## src/rtl/uart_rx_cfg.sv

```systemverilog
// Oversampled UART receiver with configurable width, parity and stop bits.
// Holds one word behind valid/ready and flags parity, framing and overrun errors.
module uart_rx_cfg #(
    parameter int OVERSAMPLE = 16,
    parameter int DATA_BITS  = 8,
    parameter int PARITY     = 0,
    parameter int STOP_BITS  = 1
) (
    input  logic                 clk_i,
    input  logic                 reset_i,
    input  logic                 en_i,
    input  logic                 in_i,
    output logic [DATA_BITS-1:0] data_o,
    output logic                 valid_o,
    input  logic                 ready_i,
    output logic                 parity_err_o,
    output logic                 frame_err_o,
    output logic                 overrun_o,
    output logic                 busy_o
);

    localparam int CW = $clog2(OVERSAMPLE);
    localparam int IW = (DATA_BITS > 1) ? $clog2(DATA_BITS) : 1;
    localparam logic [CW-1:0] CNT_LOAD = CW'(OVERSAMPLE - 1);
    localparam logic [CW-1:0] CNT_MID  = CW'(OVERSAMPLE / 2);
    localparam logic [IW-1:0] IDX_LAST = IW'(DATA_BITS - 1);
    localparam logic          PAR_ODD  = (PARITY == 1);
    localparam logic          STOP_END = 1'(STOP_BITS - 1);

    typedef enum logic [2:0] {
        S_IDLE, S_START, S_DATA, S_PARITY, S_STOP, S_BREAK
    } state_t;

    state_t                 state_q;
    logic                   sync1_q, sync2_q, prev_q;
    logic [CW-1:0]          cnt_q;
    logic [IW-1:0]          idx_q;
    logic                   stop_idx_q;
    logic [DATA_BITS-1:0]   shift_q;
    logic                   perr_q, ferr_q;
    logic [DATA_BITS-1:0]   data_q;
    logic                   valid_q, perr_out_q, ferr_out_q, ovr_q;

    logic edge_det, fall, resync, at_mid, bit_end, stop_last, complete;
    logic perr_d, ferr_d;

    assign edge_det  = en_i && (sync2_q != prev_q);
    assign fall      = edge_det && !sync2_q;
    // An edge in the late half of a bit means the next bit already started.
    assign resync    = edge_det && (cnt_q < CNT_MID);
    assign at_mid    = en_i && (cnt_q == CNT_MID);
    assign bit_end   = (en_i && (cnt_q == '0)) || resync;
    assign stop_last = (stop_idx_q == STOP_END);
    assign complete  = at_mid && (state_q == S_STOP) && stop_last;
    assign perr_d    = ((sync2_q ^ (^shift_q)) != PAR_ODD);
    assign ferr_d    = ferr_q | ~sync2_q;

    always_ff @(posedge clk_i or posedge reset_i) begin
        if (reset_i) begin
            sync1_q <= 1'b1;
            sync2_q <= 1'b1;
        end else begin
            sync1_q <= in_i;
            sync2_q <= sync1_q;
        end
    end

    always_ff @(posedge clk_i or posedge reset_i) begin
        if (reset_i) begin
            state_q    <= S_IDLE;
            prev_q     <= 1'b1;
            cnt_q      <= CNT_LOAD;
            idx_q      <= '0;
            stop_idx_q <= 1'b0;
            shift_q    <= '0;
            perr_q     <= 1'b0;
            ferr_q     <= 1'b0;
        end else if (en_i) begin
            prev_q <= sync2_q;
            if (state_q != S_IDLE && state_q != S_BREAK)
                cnt_q <= bit_end ? CNT_LOAD : cnt_q - CW'(1);
            case (state_q)
                S_IDLE: begin
                    if (fall) begin
                        state_q <= S_START;
                        cnt_q   <= CNT_LOAD;
                    end
                end
                S_START: begin
                    if (at_mid && sync2_q) begin
                        state_q <= S_IDLE;
                    end else if (bit_end) begin
                        state_q <= S_DATA;
                        idx_q   <= '0;
                        perr_q  <= 1'b0;
                        ferr_q  <= 1'b0;
                    end
                end
                S_DATA: begin
                    if (at_mid)
                        shift_q <= {sync2_q, shift_q[DATA_BITS-1:1]};
                    if (bit_end) begin
                        if (idx_q == IDX_LAST) begin
                            state_q    <= (PARITY != 0) ? S_PARITY : S_STOP;
                            stop_idx_q <= 1'b0;
                        end else begin
                            idx_q <= idx_q + IW'(1);
                        end
                    end
                end
                S_PARITY: begin
                    if (at_mid)
                        perr_q <= perr_d;
                    if (bit_end) begin
                        state_q    <= S_STOP;
                        stop_idx_q <= 1'b0;
                    end
                end
                S_STOP: begin
                    // Finishing at the last sample point leaves half a bit to catch the next start edge.
                    if (at_mid) begin
                        ferr_q <= ferr_d;
                        if (stop_last)
                            state_q <= ferr_d ? S_BREAK : S_IDLE;
                    end else if (bit_end) begin
                        stop_idx_q <= 1'b1;
                    end
                end
                S_BREAK: begin
                    if (sync2_q)
                        state_q <= S_IDLE;
                end
                default: state_q <= S_IDLE;
            endcase
        end
    end

    always_ff @(posedge clk_i or posedge reset_i) begin
        if (reset_i) begin
            data_q     <= '0;
            valid_q    <= 1'b0;
            perr_out_q <= 1'b0;
            ferr_out_q <= 1'b0;
            ovr_q      <= 1'b0;
        end else begin
            ovr_q <= 1'b0;
            if (complete) begin
                if (!valid_q || ready_i) begin
                    data_q     <= shift_q;
                    perr_out_q <= perr_q;
                    ferr_out_q <= ferr_d;
                    valid_q    <= 1'b1;
                end else begin
                    ovr_q <= 1'b1;
                end
            end else if (valid_q && ready_i) begin
                valid_q <= 1'b0;
            end
        end
    end

    assign data_o       = data_q;
    assign valid_o      = valid_q;
    assign parity_err_o = perr_out_q;
    assign frame_err_o  = ferr_out_q;
    assign overrun_o    = ovr_q;
    assign busy_o       = (state_q != S_IDLE);

endmodule

```

## config.mk

```make
export PLATFORM = sky130hd
export DESIGN_NAME = uart_rx_cfg
export DESIGN_NICKNAME = d
export VERILOG_FILES = /design/src/rtl/uart_rx_cfg.sv
export SDC_FILE = /design/constraint.sdc
export NUM_CORES = 1
export LEC_CHECK = 0
export ABC_AREA = 1
export CORE_MARGIN = 1
export CORE_UTILIZATION = 47
export DETAILED_ROUTE_END_ITERATION = 8
export GPL_ROUTABILITY_DRIVEN = 0
export PLACE_DENSITY = 0.67
export SETUP_SLACK_MARGIN = 0.3
export SLEW_MARGIN = 0
export SYNTH_ARGS = -nofsm -noshare
export SYNTH_HDL_FRONTEND = slang
export SYNTH_SLANG_ARGS = --single-unit
```

## constraint.sdc

```tcl
create_clock -name clk_i -period 1.85 [get_ports clk_i]
set_input_delay 0.185 -clock clk_i [delete_from_list [all_inputs] [get_ports clk_i]]
set_output_delay 0.185 -clock clk_i [all_outputs]
set_load 0.005 [all_outputs]
```

==> results.py, run 1 <==
metrics = {
    "outcome": {
        "run_status": "finished clean",
    },
    "floorplanning": {
        "start_util_pct": 49.0,
        "die_h_um": 66.5,
        "fp.dieW_um": 66.5,
        "die_area_sq_um": 4430,
        "row_count": 23,
        "pin_count": 18,
        "core_area_sq_um": 4000,
    },
    "finish": {
        "layout_common_cells": "73 x nand2_1, 27 x inv_1, 26 x dfrtp_1",
        "fin_nets": 282,
        "drive_above_1_share_pct": 26.3,
        "final_common_cell": "nand2_1",
        "area_growth_syn_to_layout_pct": 24.8,
        "final_core_util_pct": 61.1,
        "antenna_cells": 0,
        "post-route-cell-area_sq_um": 2440,
    },
    "synth": {
        "yosys.area_share.simple_pct": 31.9,
        "synth_adder_area_share_pct": 2.56,
        "synth_largest_area_cell": "dfrtp_1",
        "synth.cell_area_sq_um": 1960,
        "syn_inst": 236,
        "ys_seq_area_share_pct": 46.5,
        "synth_area_leaders": "dfrtp_1 37%, nand2_1 15%, dfstp_2 9.4%",
        "synth_area_per_cell_sq_um": 8.30,
        "synthMuxAreaShare_pct": 0,
        "ys_types": 27,
        "syn_nets": 245,
        "synth_compound_area_share_pct": 8.75,
        "yosys_warnings": 0,
        "synth-xor-area-share_pct": 0.895,
        "ys_ff_latch": 36,
        "yosysTopAreaCellShare_pct": 37.1,
        "synth_top_family_by_area": "simple AND/OR/NAND/NOR gates",
    },
    "clock_tree": {
        "numCtsBuffers": 5,
        "cts-root-buf": "clkbuf_8",
        "clock_latency_ns": 0.28,
        "cts_tree": "yes",
        "path_clk_slew_ns": 0.08,
        "h-tree-depth": 2,
        "postCtsHoldBufs": 0,
        "cts_buffer_depth": 2,
        "clkSinkCount": 36,
    },
    "critical_path": {
        "slowest_stage": "dfstp_2",
        "cp_cell_sequence": "inv_2 -> ha_4 -> nand4_1 -> nand2_2 -> nand2_2 -> nand2_2 -> buf_6 -> nand3_1 -> nand2_1",
        "cp-end-kind": "register",
        "startpoint_type": "register",
        "cpMostUsedCell": "nand2_2",
        "cp_slowest_stage_delay_ns": 0.56,
        "worstPathArrival_ns": 1.70,
        "worst-setup-path-type": "register to register",
        "crit_fanout": 4,
        "worstPathRequired_ns": 2.03,
    },
    "route": {
        "dr.pass1.iters": 4,
        "vias": 1595,
        "ant_nets": 0,
        "drt_iter0_drc": 106,
        "drt_wl_total_mm": 3.99,
        "drc": 0,
        "drt-vias-per-instance": 4.92,
        "wl_per_cell_um": 12.3,
    },
    "timing": {
        "slew-limit-headroom_pct": 68.9,
        "fin_skew_ns": 0.00714,
        "rsz0062_at_grt": "true",
        "hold_ws_ns": 0.298,
        "clock.fmax_mhz": 658,
        "fin_tns_setup_ns": 0,
        "slew_violations": 0,
        "finalCritPeriodShare_pct": 82.1,
        "min_period_ns": 1.52,
        "setup_viol": 0,
        "worst_slew_pin_slew_ns": 0.466,
        "finalHoldViolCount": 0,
    },
    "power_and_ir_drop": {
        "powerDensity_nw_per_um2": 1200,
        "p_total_w": 0.00294,
        "power.leakage_nw": 1.23,
        "ir_drop_uv": 887,
    },
    "grt": {
        "grt_max_degree": 37,
        "grt_pass1_vias": 1467,
        "antenna_found_initial": 0,
        "grt_overflow": 0,
        "grtUsageTotal_pct": 19.7,
        "grt_pass1_wl_mm": 6.58,
    },
    "placed_design": {
        "hpwlAfterDp_mm": 2.65,
        "io_buffer_count": 17,
        "place_area_sq_um": 2190,
    },
    "hold_path": {
        "min_path_type": "input pin to async pin",
    },
    "run": {
        "maxCapViolations": 0,
    },
}
-- cells by family after synthesis --
logic type | after synthesis
and+or+nand+nor | 127
buffers and inverters | 39
DFF | 36
AOI/OAI and AO/OA | 28
adders and majority gates | 4
xor gates and xnor gates | 2
-- power breakdown --
| part | internal, W | total, W | switching (W) |
|---|---|---|---|
| clock | 0.000399 | 0.000686 | 0.000287 |
| sequential | 0.000985 | 0.00111 | 0.000121 |
| combinational | 0.000460 | 0.00115 | 0.000689 |
| total | 0.00184 | 0.00294 | 0.00110 |
-- final timing paths --
path	start	endpoint	slack [ns]	cells after the start
worst min register to register	sync1_q$_DFF_PP1_	sync2_q$_DFF_PP1_	0.36	0
worst max-delay path	cnt_q[0]$_DFFE_PP1P_	idx_q[0]$_DFFE_PP0P_	0.33	9
max in group asynchronous	reset_i	sync1_q$_DFF_PP1_	1.18	3
worst min-delay path	reset_i	data_o[2]$_DFFE_PP0P_	0.30	3
min in group clk_i	in_i	sync1_q$_DFF_PP1_	0.31	1
worst max register to register	cnt_q[0]$_DFFE_PP1P_	idx_q[0]$_DFFE_PP0P_	0.33	9
-- stage by stage --
stage,instances,setup WS [ns]
final,324,0.330
after global placement,304,0.0626
after CTS,321,0.302
after global routing,324,0.240
after floorplan,236,0.381
after detailed placement,304,0.0647
-- critical path, delay by kind of cell (launching register included) --
kind          cells  cell delay [ns]
flops             1             0.56
fa+ha+maj         1             0.16
simple gates      6             0.51
buf+inv           2             0.18
-- synth_stat cells, drive strengths merged --
cell type,n
a21oi,4
buf,5
dfrtp,29
dfstp,7
ha,4
inv,34
nand2,82
nand3,19
nand3b,4
nand4,4
nor2,15
nor3,2
nor4,1
o21ai,23
o22ai,1
xor2,2
-- registers in the layout, summed over array words and instances (netlist names) --
register,flops
sync2_q,1
cnt_q,4
stop_idx_q,1
valid_o,1
prev_q,1
idx_q,3
frame_err_o,1
perr_q,1
state_q,3
ferr_q,1
overrun_o,1
sync1_q,1
data_o,8
shift_q,8
parity_err_o,1
-- routing by layer --
metal	part of all wire, %	up-vias	GRT usage, %
met2	46	25	31.6
met3	2.6	4	4.11
met4	1.4	0	5.59
li1	-	829	-
met1	50	737	26.7
met5	0	-	0
-- area by class of cell --
cell class / instances / area, sq um
Clock inverter: 3 / 42.5
Sequential cell: 36 / 913
Clock buffer: 5 / 68.8
Fill cell: 372 / 1560
Inverter: 34 / 128
Tap cell: 50 / 62.6
Timing Repair Buffer: 34 / 315
Multi-Input combinational cell: 162 / 913
-- repair_timing --
item                       4_1_cts  5_1_grt
pin swaps                        3        5
gates cloned                     1        0
hold endpoints to repair         0        0
gates resized for setup          7       11
setup endpoints to repair       18       29
setup buffers                    8        3
(Power assumes the default switching activity.)
==> inputs of run 2 (changes only) <==
- clock period: 1.85 -> 1.53 ns (I/O delays scaled with it)
==> results.py, run 2 (synthesized netlist as in run 1, its figures left out) <==
metrics = {
    "outcome": {
        "run_status": "finished clean",
    },
    "timing": {
        "setup_viol": 0,
        "clock.fmax_mhz": 672,
        "fin_tns_setup_ns": 0,
        "finalCritPeriodShare_pct": 97.3,
        "rsz0062_at_grt": "true",
        "slew_violations": 0,
        "fin_skew_ns": 0.0123,
        "finalHoldViolCount": 0,
        "slew-limit-headroom_pct": 75.5,
        "min_period_ns": 1.49,
        "worst_slack_ns": 0.0421,
        "worst_slew_pin_slew_ns": 0.367,
    },
    "finish": {
        "drive_above_1_share_pct": 41.3,
        "fin_cells": 348,
        "area_growth_syn_to_layout_pct": 45.1,
        "fillers": 306,
        "layout_common_cells": "55 x nand2_1, 31 x buf_4, 28 x dfrtp_1",
        "antenna_cells": 0,
        "final_common_cell": "nand2_1",
        "post-route-cell-area_sq_um": 2840,
        "fin_nets": 306,
        "final_core_util_pct": 71.0,
    },
    "floorplanning": {
        "fp.dieW_um": 66.5,
        "pin_count": 18,
        "die_h_um": 66.5,
        "die_area_sq_um": 4430,
        "start_util_pct": 49.0,
        "row_count": 23,
        "core_area_sq_um": 4000,
    },
    "route": {
        "dr.pass1.iters": 4,
        "drt-vias-per-instance": 4.96,
        "drt_wl_total_mm": 4.60,
        "drc": 0,
        "wl_per_cell_um": 13.2,
        "ant_nets": 0,
        "drt_iter0_drc": 86,
        "vias": 1726,
    },
    "critical_path": {
        "worst-setup-path-type": "register to register",
        "slowest_stage": "dfstp_2",
        "crit_start": "cnt_q[1]$_DFFE_PP1P_",
        "crit_fanout": 4,
        "startpoint_type": "register",
        "cp_slowest_stage_delay_ns": 0.55,
        "cpMostUsedCell": "inv_2",
        "r2r_slack_ns": 0.04,
        "r2r-start": "cnt_q[1]$_DFFE_PP1P_",
        "cp_cell_sequence": "inv_2 -> ha_4 -> nand4_1 -> nand2_2 -> inv_2 -> buf_6 -> nand3_2 -> o21ai_2 -> inv_1",
        "worstPathRequired_ns": 1.76,
        "worstPathArrival_ns": 1.71,
        "r2r-end": "cnt_q[1]$_DFFE_PP1P_",
        "r2r_cells": 9,
        "critPathCapture": "cnt_q[1]$_DFFE_PP1P_",
        "cp-end-kind": "register",
    },
    "power_and_ir_drop": {
        "power.leakage_nw": 1.47,
        "powerDensity_nw_per_um2": 1410,
        "ir_drop_uv": 920,
    },
    "clock_tree": {
        "clkSinkCount": 36,
        "numCtsBuffers": 5,
        "postCtsHoldBufs": 0,
        "cts-root-buf": "clkbuf_8",
        "clock_latency_ns": 0.30,
        "cts_buffer_depth": 2,
        "h-tree-depth": 2,
        "cts_tree": "yes",
        "path_clk_slew_ns": 0.08,
    },
    "grt": {
        "grt_use_met3_pct": 4.62,
        "grt_max_degree": 23,
        "grt_overflow": 0,
        "grt_use_met1_pct": 26.2,
        "grt_pass1_wl_mm": 6.97,
        "groute.layer.met2.usage_pct": 35.9,
        "grtUsageTotal_pct": 21.4,
        "busiest_layer": "met2",
        "antenna_found_initial": 0,
        "grt_pass1_vias": 1562,
    },
    "hold_path": {
        "min_path_type": "input pin to async pin",
    },
    "run": {
        "maxCapViolations": 0,
    },
    "placed_design": {
        "place_area_sq_um": 2360,
        "io_buffer_count": 17,
        "dp.cells": 320,
        "post-place-ws_ns": -0.194,
        "hpwlAfterDp_mm": 2.87,
    },
}
run 2: cell count changes in the layout (fill, tap and decap cells not counted), sizes merged, moves of 5 or more:
cell / change
buf: +22
clkbuf: +5
clkdlybuf4s50: -12
dlygate4sd2: +12
run 2: layout make-up:
cell class,instances,area (sq um),area share [%]
multi-input combinational,162,1100,38.9
sequential,36,911,32.1
timing repair buffer,58,539,19.0
inverter,34,130,4.58
clock buffer,7,86.3,3.04
tap,50,62.6,2.20
clock inverter,1,7.51,0.264
run 2: worst min-delay path by stage:
stage          slack (ns)  depth (start not counted)                endpoint
2_1_floorplan        0.16                          0       sync1_q$_DFF_PP1_
3_3_place_gp         0.35                          0       sync2_q$_DFF_PP1_
3_5_place_dp         0.35                          0       sync2_q$_DFF_PP1_
4_1_cts              0.17                          3  shift_q[3]$_DFFE_PP0P_
5_1_grt              0.19                          3  shift_q[3]$_DFFE_PP0P_
6_report             0.16                          3  shift_q[3]$_DFFE_PP0P_
run 2: critical path, delay by kind of cell, from the launching register on:
family,cells,cell delay (ns)
buffers and inverters,4,0.34
AO/OA/AOI/OAI,1,0.05
AND/OR/NAND/NOR,3,0.31
flip-flops,1,0.55
adder cells (fa/ha/maj),1,0.16
run 2: metal layers:
metal	up-vias	routed length (um)
met5	-	0
met4	0	74
met3	7	116
met2	25	2400
met1	819	2010
li1	875	-
run 2: per-stage QoR:
stage	hold WS [ns]	power (W)
floorplan	0.157	0.00235
global placement	0.346	0.00275
detailed placement	0.347	0.00277
CTS	0.174	0.00380
global route	0.192	0.00427
finish	0.159	0.00401
run 2: what timing repair did:
item / CTS / global route
cloned: 1 / 3
endpoints found under the hold margin: 0 / 0
buffers inserted: 14 / 2
endpoints found under the setup margin: 45 / 33
resized for setup: 38 / 34
pin swaps: 13 / 13
run 2: power breakdown:
part | internal (W) | switching (W) | total [W]
Clock | 0.000366 | 0.000345 | 0.000711
Sequential | 0.00119 | 0.000170 | 0.00136
Combinational | 0.000871 | 0.00107 | 0.00194
Total | 0.00242 | 0.00159 | 0.00401
